==> config.mk <==
export PLATFORM = sky130hd
export DESIGN_NAME = lcd_command_sequencer
export DESIGN_NICKNAME = d
export VERILOG_FILES = /design/src/rtl/lcd_command_sequencer.sv
export SDC_FILE = /design/constraint.sdc
export NUM_CORES = 1
export LEC_CHECK = 0
export ABC_AREA = 1
export CAP_MARGIN = 40
export CELL_PAD_IN_SITES_DETAIL_PLACEMENT = 1
export CELL_PAD_IN_SITES_GLOBAL_PLACEMENT = 1
export CORE_UTILIZATION = 28
export CTS_BUF_LIST = sky130_fd_sc_hd__clkbuf_8
export CTS_CLUSTER_SIZE = 12
export DETAILED_ROUTE_END_ITERATION = 6
export PLACE_DENSITY_LB_ADDON = 0.12
export RECOVER_POWER = 100
export SYNTH_ARGS = -nofsm -noshare
export SYNTH_HDL_FRONTEND = slang
export SYNTH_SLANG_ARGS = --single-unit
==> constraint.sdc <==
create_clock -name clk -period 4.1 [get_ports clk]
set_input_delay 0.82 -clock clk [delete_from_list [all_inputs] [get_ports clk]]
set_output_delay 0.82 -clock clk [all_outputs]
set_load 0.03 [all_outputs]
==> src/rtl/lcd_command_sequencer.sv <==
`default_nettype none
// ============================================================================
// Module      : lcd_command_sequencer
// Description : Drives the LCD instruction FSM. Runs the 4-bit power-on init
//               with raw nibbles, then issues config, DDRAM-address and
//               character commands one at a time, and owns the clk_cnt
//               timebase the instruction FSM decodes.
//               Optional feature macro: LCD_REFRESH_EN (rewrite the message
//               forever instead of halting after the first pass).
// Revision    : 1.0 - initial release
// ============================================================================
module lcd_command_sequencer #(
    parameter int T_PWRON = 750000,
    parameter int T_GAP1  = 205000,
    parameter int T_GAP2  = 5000,
    parameter int T_GAP3  = 2000,
    parameter int T_CLEAR = 82000,
    parameter int E_PULSE = 12,
    parameter int CNT_MAX = 2300
) (
    input  logic       clk,
    input  logic       reset,
    input  logic       instr_done,
    output logic       next_instruction,
    output logic [9:0] db,
    output logic [11:0] clk_cnt,
    output logic       init_active,
    output logic       init_e,
    output logic [3:0] init_d,
    output logic [4:0] msg_addr,
    input  logic [7:0] msg_data,
    output logic       seq_busy,
    output logic       err
);

    localparam logic [3:0] S_PWR_WAIT  = 4'd0;
    localparam logic [3:0] S_NIB_SETUP = 4'd1;
    localparam logic [3:0] S_NIB_PULSE = 4'd2;
    localparam logic [3:0] S_GAP       = 4'd3;
    localparam logic [3:0] S_ISSUE     = 4'd4;
    localparam logic [3:0] S_WAIT_DONE = 4'd5;
    localparam logic [3:0] S_WAIT_IDLE = 4'd6;
    localparam logic [3:0] S_CLR_WAIT  = 4'd7;
    localparam logic [3:0] S_PREFETCH  = 4'd8;
    localparam logic [3:0] S_HALT      = 4'd9;

    // Command list positions: 0-3 config, 4 line-1 address, 5-20 chars 0-15,
    // 21 line-2 address, 22-37 chars 16-31.
    localparam logic [5:0] c_STEP_CLEAR = 6'd3;
    localparam logic [5:0] c_STEP_LINE1 = 6'd4;
    localparam logic [5:0] c_STEP_LINE2 = 6'd21;
    localparam logic [5:0] c_STEP_LAST  = 6'd37;

    localparam logic [11:0] c_CNT_MAX = 12'(CNT_MAX);

    logic [3:0]  r_state;
    logic [19:0] r_timer;
    logic [1:0]  r_nib;
    logic [5:0]  r_step;
    logic        r_next;
    logic [9:0]  r_db;
    logic [11:0] r_clk_cnt;
    logic        r_init_active;
    logic        r_init_e;
    logic [3:0]  r_init_d;
    logic [4:0]  r_addr;
    logic        r_busy;
    logic        r_err;

    logic [19:0] w_gap_last;
    logic [9:0]  w_cmd;
    logic [5:0]  w_step_nxt;

    // Characters live at every list position past the line-1 address except
    // the line-2 address.
    function automatic logic is_char(input logic [5:0] s);
        return (s > c_STEP_LINE1) && (s != c_STEP_LINE2);
    endfunction

    function automatic logic [4:0] char_addr(input logic [5:0] s);
        return (s < c_STEP_LINE2) ? 5'(s - 6'd5) : 5'(s - 6'd6);
    endfunction

    assign w_step_nxt = 6'(r_step + 6'd1);

    // Gap length after the current init nibble, and the command at r_step.
    always_comb begin
        w_gap_last = 20'(T_GAP3 - 1);
        case (r_nib)
            2'd0:    w_gap_last = 20'(T_GAP1 - 1);
            2'd1:    w_gap_last = 20'(T_GAP2 - 1);
            default: w_gap_last = 20'(T_GAP3 - 1);
        endcase
        w_cmd = {2'b10, msg_data};
        case (r_step)
            6'd0:         w_cmd = 10'h028;
            6'd1:         w_cmd = 10'h006;
            6'd2:         w_cmd = 10'h00C;
            6'd3:         w_cmd = 10'h001;
            c_STEP_LINE1: w_cmd = 10'h080;
            c_STEP_LINE2: w_cmd = 10'h0C0;
            default:      w_cmd = {2'b10, msg_data};
        endcase
    end

    // Sequencer FSM with all outputs registered; clk_cnt saturates unless an issue clears it.
    always_ff @(posedge clk or posedge reset) begin
        if (reset) begin
            r_state       <= S_PWR_WAIT;
            r_timer       <= 20'd0;
            r_nib         <= 2'd0;
            r_step        <= 6'd0;
            r_next        <= 1'b0;
            r_db          <= 10'd0;
            r_clk_cnt     <= c_CNT_MAX;
            r_init_active <= 1'b1;
            r_init_e      <= 1'b0;
            r_init_d      <= 4'd0;
            r_addr        <= 5'd0;
            r_busy        <= 1'b1;
            r_err         <= 1'b0;
        end else begin
            r_next <= 1'b0;
            if (r_clk_cnt != c_CNT_MAX) begin
                r_clk_cnt <= r_clk_cnt + 12'd1;
            end
            case (r_state)
                S_PWR_WAIT: begin
                    if (r_timer == 20'(T_PWRON - 1)) begin
                        r_timer  <= 20'd0;
                        r_init_d <= 4'h3;
                        r_state  <= S_NIB_SETUP;
                    end else begin
                        r_timer <= r_timer + 20'd1;
                    end
                end
                S_NIB_SETUP: begin
                    r_init_e <= 1'b1;
                    r_timer  <= 20'd0;
                    r_state  <= S_NIB_PULSE;
                end
                S_NIB_PULSE: begin
                    if (r_timer == 20'(E_PULSE - 1)) begin
                        r_init_e <= 1'b0;
                        r_timer  <= 20'd0;
                        r_state  <= S_GAP;
                    end else begin
                        r_timer <= r_timer + 20'd1;
                    end
                end
                S_GAP: begin
                    // First gap cycle doubles as the data hold time after E falls.
                    if (r_timer == w_gap_last) begin
                        r_timer <= 20'd0;
                        if (r_nib == 2'd3) begin
                            r_init_active <= 1'b0;
                            r_step        <= 6'd0;
                            r_state       <= S_ISSUE;
                        end else begin
                            r_nib    <= r_nib + 2'd1;
                            r_init_d <= (r_nib == 2'd2) ? 4'h2 : 4'h3;
                            r_state  <= S_NIB_SETUP;
                        end
                    end else begin
                        r_timer <= r_timer + 20'd1;
                    end
                end
                S_PREFETCH: begin
                    r_state <= S_ISSUE;
                end
                S_ISSUE: begin
                    r_db      <= w_cmd;
                    r_next    <= 1'b1;
                    r_clk_cnt <= 12'd0;
                    r_state   <= S_WAIT_DONE;
                end
                S_WAIT_DONE: begin
                    if (instr_done) begin
                        r_state <= S_WAIT_IDLE;
                    end else if (r_clk_cnt == c_CNT_MAX) begin
                        r_err   <= 1'b1;
                        r_step  <= 6'd0;
                        r_state <= S_ISSUE;
                    end
                end
                S_WAIT_IDLE: begin
                    // The instruction FSM is idle again only once clk_cnt saturates.
                    if (r_clk_cnt == c_CNT_MAX) begin
                        if (r_step == c_STEP_CLEAR) begin
                            r_timer <= 20'd0;
                            r_state <= S_CLR_WAIT;
                        end else if (r_step == c_STEP_LAST) begin
                            r_busy <= 1'b0;
`ifdef LCD_REFRESH_EN
                            r_step  <= c_STEP_LINE1;
                            r_state <= S_ISSUE;
`else
                            r_state <= S_HALT;
`endif
                        end else begin
                            r_step <= w_step_nxt;
                            if (is_char(w_step_nxt)) begin
                                r_addr  <= char_addr(w_step_nxt);
                                r_state <= S_PREFETCH;
                            end else begin
                                r_state <= S_ISSUE;
                            end
                        end
                    end
                end
                S_CLR_WAIT: begin
                    if (r_timer == 20'(T_CLEAR - 1)) begin
                        r_timer <= 20'd0;
                        r_step  <= c_STEP_LINE1;
                        r_state <= S_ISSUE;
                    end else begin
                        r_timer <= r_timer + 20'd1;
                    end
                end
                S_HALT: begin
                    r_state <= S_HALT;
                end
                default: begin
                    r_state <= S_PWR_WAIT;
                end
            endcase
        end
    end

    assign next_instruction = r_next;
    assign db               = r_db;
    assign clk_cnt          = r_clk_cnt;
    assign init_active      = r_init_active;
    assign init_e           = r_init_e;
    assign init_d           = r_init_d;
    assign msg_addr         = r_addr;
    assign seq_busy         = r_busy;
    assign err              = r_err;

endmodule
`default_nettype wire

* Word level (Yosys, flattened, before mapping)
Cells that the tools add are included.
Storage, ports and cells: flip-flop bits (word level) 68, bits of input ports 11, output and inout port bits 36, logic and storage cells 123
Cells by class: equal/unequal tests 38, bitwise gates (word level) 4, multiplexer cells 41, add/sub/neg operators 6, $lt $le $gt $ge 2, reduce and logical (&&, ||, !) cells 19
Operators with widths (number):
- 2-to-1 mux 20 bit | 6
- one-hot mux 20 bit (6 select lines) | 1
- one-hot mux 10 bit (6 select lines) | 1
- 2-to-1 mux 4 bit | 13
- 2-to-1 mux 6 bit | 8
- one-hot mux 4 bit (10 select lines) | 1
- one-hot mux 18 bit (2 select lines) | 1
- 2-to-1 mux 12 bit | 2
- != test 2 bit (second input constant) | 12
- one-hot mux 6 bit (4 select lines) | 1
- adder 20 x 1 -> 20 bit (second input constant) | 1
- equality test 20 x 17 -> 1 bit (second input constant) | 1
- equality test 20 bit | 1
- equality test 20 bit (second input constant) | 1
- equality test 20 x 4 -> 1 bit (second input constant) | 1
- equality test 4 x 3 -> 1 bit (second input constant) | 4
- adder 12 x 1 -> 12 bit (second input constant) | 1
- equality test 12 bit (second input constant) | 1
- equality test 6 x 2 -> 1 bit (second input constant) | 2
- != test 12 bit (second input constant) | 1
- AND reduction 3 bit | 4
- subtractor 5 x 3 -> 5 bit (second input constant) | 2
- AND reduction 9 bit | 1
- equality test 4 x 2 -> 1 bit (second input constant) | 2
- other kinds (31) | 41

* Longest topological paths before layout
word-level depth 8, mapped depth 15, gate-level depth less buffers 15

* Worst setup path after synthesis
No wires, ideal clock.
path kind flip-flop to flip-flop, start register r_clk_cnt[0], in the netlist clk_cnt[0], end register r_step[3], data arrival time 1.799 ns, cell stages (with the launch flop) 14, clock period less this slack 1.916 ns, buffers on the path 1, setup slack 2.184 ns, cell sequence dfrtp_1 inv_1 ha_1 nand2_1 nor2_1 nand2_1 nor2_1 nor2_1 nor2_1 and2_4 nand3_4 buf_12 nand2_2 o21ai_2
Between the ends: word-level cells in the longest chain between the ends 3, elaborated cells on any way between the ends 4
Ends and longest elaborated chain:
- from (decl) | line 62 | logic [11:0] r_clk_cnt;
- from (signal assigned) | line 115 | r_clk_cnt <= c_CNT_MAX;
- from (signal assigned) | line 125 | r_clk_cnt <= r_clk_cnt + 12'd1;
- equality test 12 bit (*) | line 180, 188
- != test 2 bit (no source line)
- AND reduction 9 bit (no source line) (*)
- to (signal assigned) | line 201 | r_step <= w_step_nxt;
- to (signal assigned) | line 214 | r_step <= c_STEP_LINE1;
- to (decl) | line 59 | logic [5:0] r_step;
Every way passes the cells marked *; elsewhere a longest branch is shown, timed or not. A chain may end at the register's enable or synchronous reset.

* Final worst setup path
start register r_state[0], end register r_db[2], in the netlist db[2]
Between the ends: word-level cells in the longest chain between the ends 1
Ends and longest elaborated chain:
- from (decl) | line 56 | logic [3:0] r_state;
- from (signal assigned) | line 109 | r_state <= S_PWR_WAIT;
- from (signal assigned) | line 132 | r_state <= S_NIB_SETUP;
- from (signal assigned) | line 140 | r_state <= S_NIB_PULSE;
- equality test 4 x 3 -> 1 bit | line 127 | case (r_state)
- to (signal assigned) | line 172 | r_db <= w_cmd;
- to (decl) | line 61 | logic [9:0] r_db;
Every way passes these cells.

==> results.toml <==
[hold_path]
hp-class = "reg -> reg"

[clock_network]
cts_inserted_buffers = 9
clock-root-buffer = "clkbuf_8"
insertion_delay_ns = 0.37
cts_sinks = 65
ctsResizeCount = 0
cts_tree = "done"
htreeDepth = 3
clockBufferDepth = 2
cts_setup_buffers = 0
clk_pin_slew_worst_paths_ns = 0.08
ctsHoldBuffers = 0

[cells_and_area]
final_layout_size_suffix_gt1_frac = 0.0985
final_common_cell = "nand2_1"
final_cell_area_um2 = 5460
final_cell_mix = "198 x nand2_1, 80 x inv_1, 66 x nor2_1"
antenna_cells = 0
final_nets = 733
syn_to_final_growth_pct = 14.5

[power]
irDropWorstVdd_uv = 185
power.leakage_nw = 2.55
power_density_nw_per_um2 = 241
p_total_w = 0.00132

[synth]
synthCells = 666
synth_area_um2 = 4770
yosysUniqueCellTypes = 52
yosysWarningCount = 0
ys_seq_area_frac = 0.343
synth_seq_cells = 65
postSynthAreaPerCell_um2 = 7.17

[floorplan]
die_h_um = 133
io_pins = 47
rows = 47
die_w_um = 133
core_area_um2 = 16600
dieArea_um2 = 17600
start_util = 0.288

[routing]
ant_nets = 0
first_pass_iters = 6
dr_total_vias = 4416
drtIter0Drc = 110
routed_via_density = 4.74
wl_per_cell_um = 15.6
drc = 0
wirelength_mm = 14.5

[setup_path]
worstPathRequired_ns = 4.36
crit_type = "reg -> reg"
crit_path_start_kind = "flip-flop"
worstPathArrival_ns = 3.19
crit_fanout = 17
crit_path_end_kind = "flip-flop"

[global_route]
grt_first_pass_wirelength_mm = 24.3
grt_use_total = 0.176
antenna_found_initial = 0
grt_pass1_vias = 4606
grt_overflow = 0
grt_max_degree = 39

[placed_design]
io_buffers = 43
place_area_um2 = 5340
gp_congestion = 0.851
dpl.hpwl_mm = 11.3

[timing]
hold_viol = 0
relSlewSlack = 0.184
fin_worst_skew_ns = 0.00876
grt_setup_unrepaired = "no"
final-max-slew-violation-count = 0
fin_setup_tns_ns = 0
timing.fmax_ghz = 0.342
tightest_slew_ns = 1.22
setup_viol = 0
final.min_clock_period_ns = 2.93
finalCritPeriodShare = 0.714

[run]
cap_violations = 0

[outcome]
status = "finished clean"
## kinds of logic (layout without fill, tap and decap cells)
logic type,Yosys count,in the layout,share of synthesized area
and+or+nand+nor,388,388,0.376
adders and majority gates,16,16,0.0420
other,1,3,0.000786
xor gates and xnor gates,11,11,0.0218
DFF,65,65,0.343
buffers and inverters,104,147,0.102
AOI/OAI and AO/OA,81,81,0.115
## registers in the layout, summed over array words and instances, names as in the netlist
signal	count
r_timer	20
clk_cnt	12
db	9
r_step	6
msg_addr	5
r_state	4
init_d	2
r_nib	2
err	1
init_active	1
init_e	1
next_instruction	1
seq_busy	1
## per-layer routing
metal  part of all wire  track usage  routed length, um
met1               0.46        0.211               6630
met4              0.017       0.0492                252
met2               0.50        0.312               7280
met5                  0            0                  0
met3              0.025       0.0414                366
## synth_stat cells (all sizes together)
library cell / n / area (um^2)
a211oi: 1 / 7.51
a21boi: 3 / 26.3
ha: 16 / 200
clkbuf: 2 / 10.0
o21ai: 30 / 176
a31oi: 2 / 12.5
a32o: 1 / 10.0
o211ai: 8 / 60.1
buf: 16 / 150
nand3: 67 / 365
o31ai: 3 / 22.5
nand2: 207 / 830
xnor2: 1 / 8.76
clkinv: 1 / 3.75
nor4: 3 / 18.8
o211a: 1 / 10.0
or2: 1 / 6.26
a31o: 1 / 8.76
dfstp: 9 / 236
o21bai: 1 / 7.51
a21oi: 28 / 189
nor2: 78 / 364
nand3b: 2 / 15.0
conb: 1 / 3.75
nor3: 14 / 91.3
dfrtp: 56 / 1400
inv: 85 / 322
xor2: 10 / 95.1
o2111ai: 2 / 17.5
nand4: 15 / 93.8
and2: 1 / 8.76
## layout make-up
cell class / count / area (um^2)
multi-input cells: 499 / 2560
well taps: 220 / 275
clock buffers: 9 / 124
flip-flops and latches: 65 / 1640
inverters: 86 / 325
clock inverters: 7 / 103
repair buffers: 45 / 438
fillers: 2101 / 11100
## worst max-delay path, cell delays in order (launching register included)
cell,delay [ns]
dfrtp_1,0.48
nor2_1,0.17
inv_1,0.11
nor2_1,0.73
inv_1,0.50
nor2_1,0.47
nand2_1,0.15
nor2_1,0.14
nor3_1,0.06
## where the power goes
part	internal (W)	switching (W)	total, W
Combinational	0.00000976	0.0000205	0.0000303
Clock	0.000349	0.000299	0.000647
Sequential	0.000641	0.000000270	0.000642
## worst paths after layout
kind	start	end	slack [ns]	cells after the start
setup / recovery	r_state[0]$_DFFE_PP0P_	db[2]$_DFFE_PP0P_	1.17	8
hold / removal	init_active$_DFFE_PP1P_	init_active$_DFFE_PP1P_	0.46	2
setup reg to reg	r_state[0]$_DFFE_PP0P_	db[2]$_DFFE_PP0P_	1.17	8
hold reg to reg	init_active$_DFFE_PP1P_	init_active$_DFFE_PP1P_	0.46	2
max in group asynchronous	reset	r_timer[2]$_DFFE_PP0P_	1.27	3
min in group asynchronous	reset	err$_DFFE_PP0P_	1.17	2
## through the flow
step	setup WS (ns)	util	hold WS (ns)	instances
finish	1.17	0.329	0.462	931
global placement	1.54	0.322	0.457	915
detailed placement	1.45	0.322	0.454	915
global route	0.774	0.329	0.501	931
floorplan	1.67	-	0.491	668
CTS	1.44	0.336	0.468	931
Power figures use the tool's default switching activity.
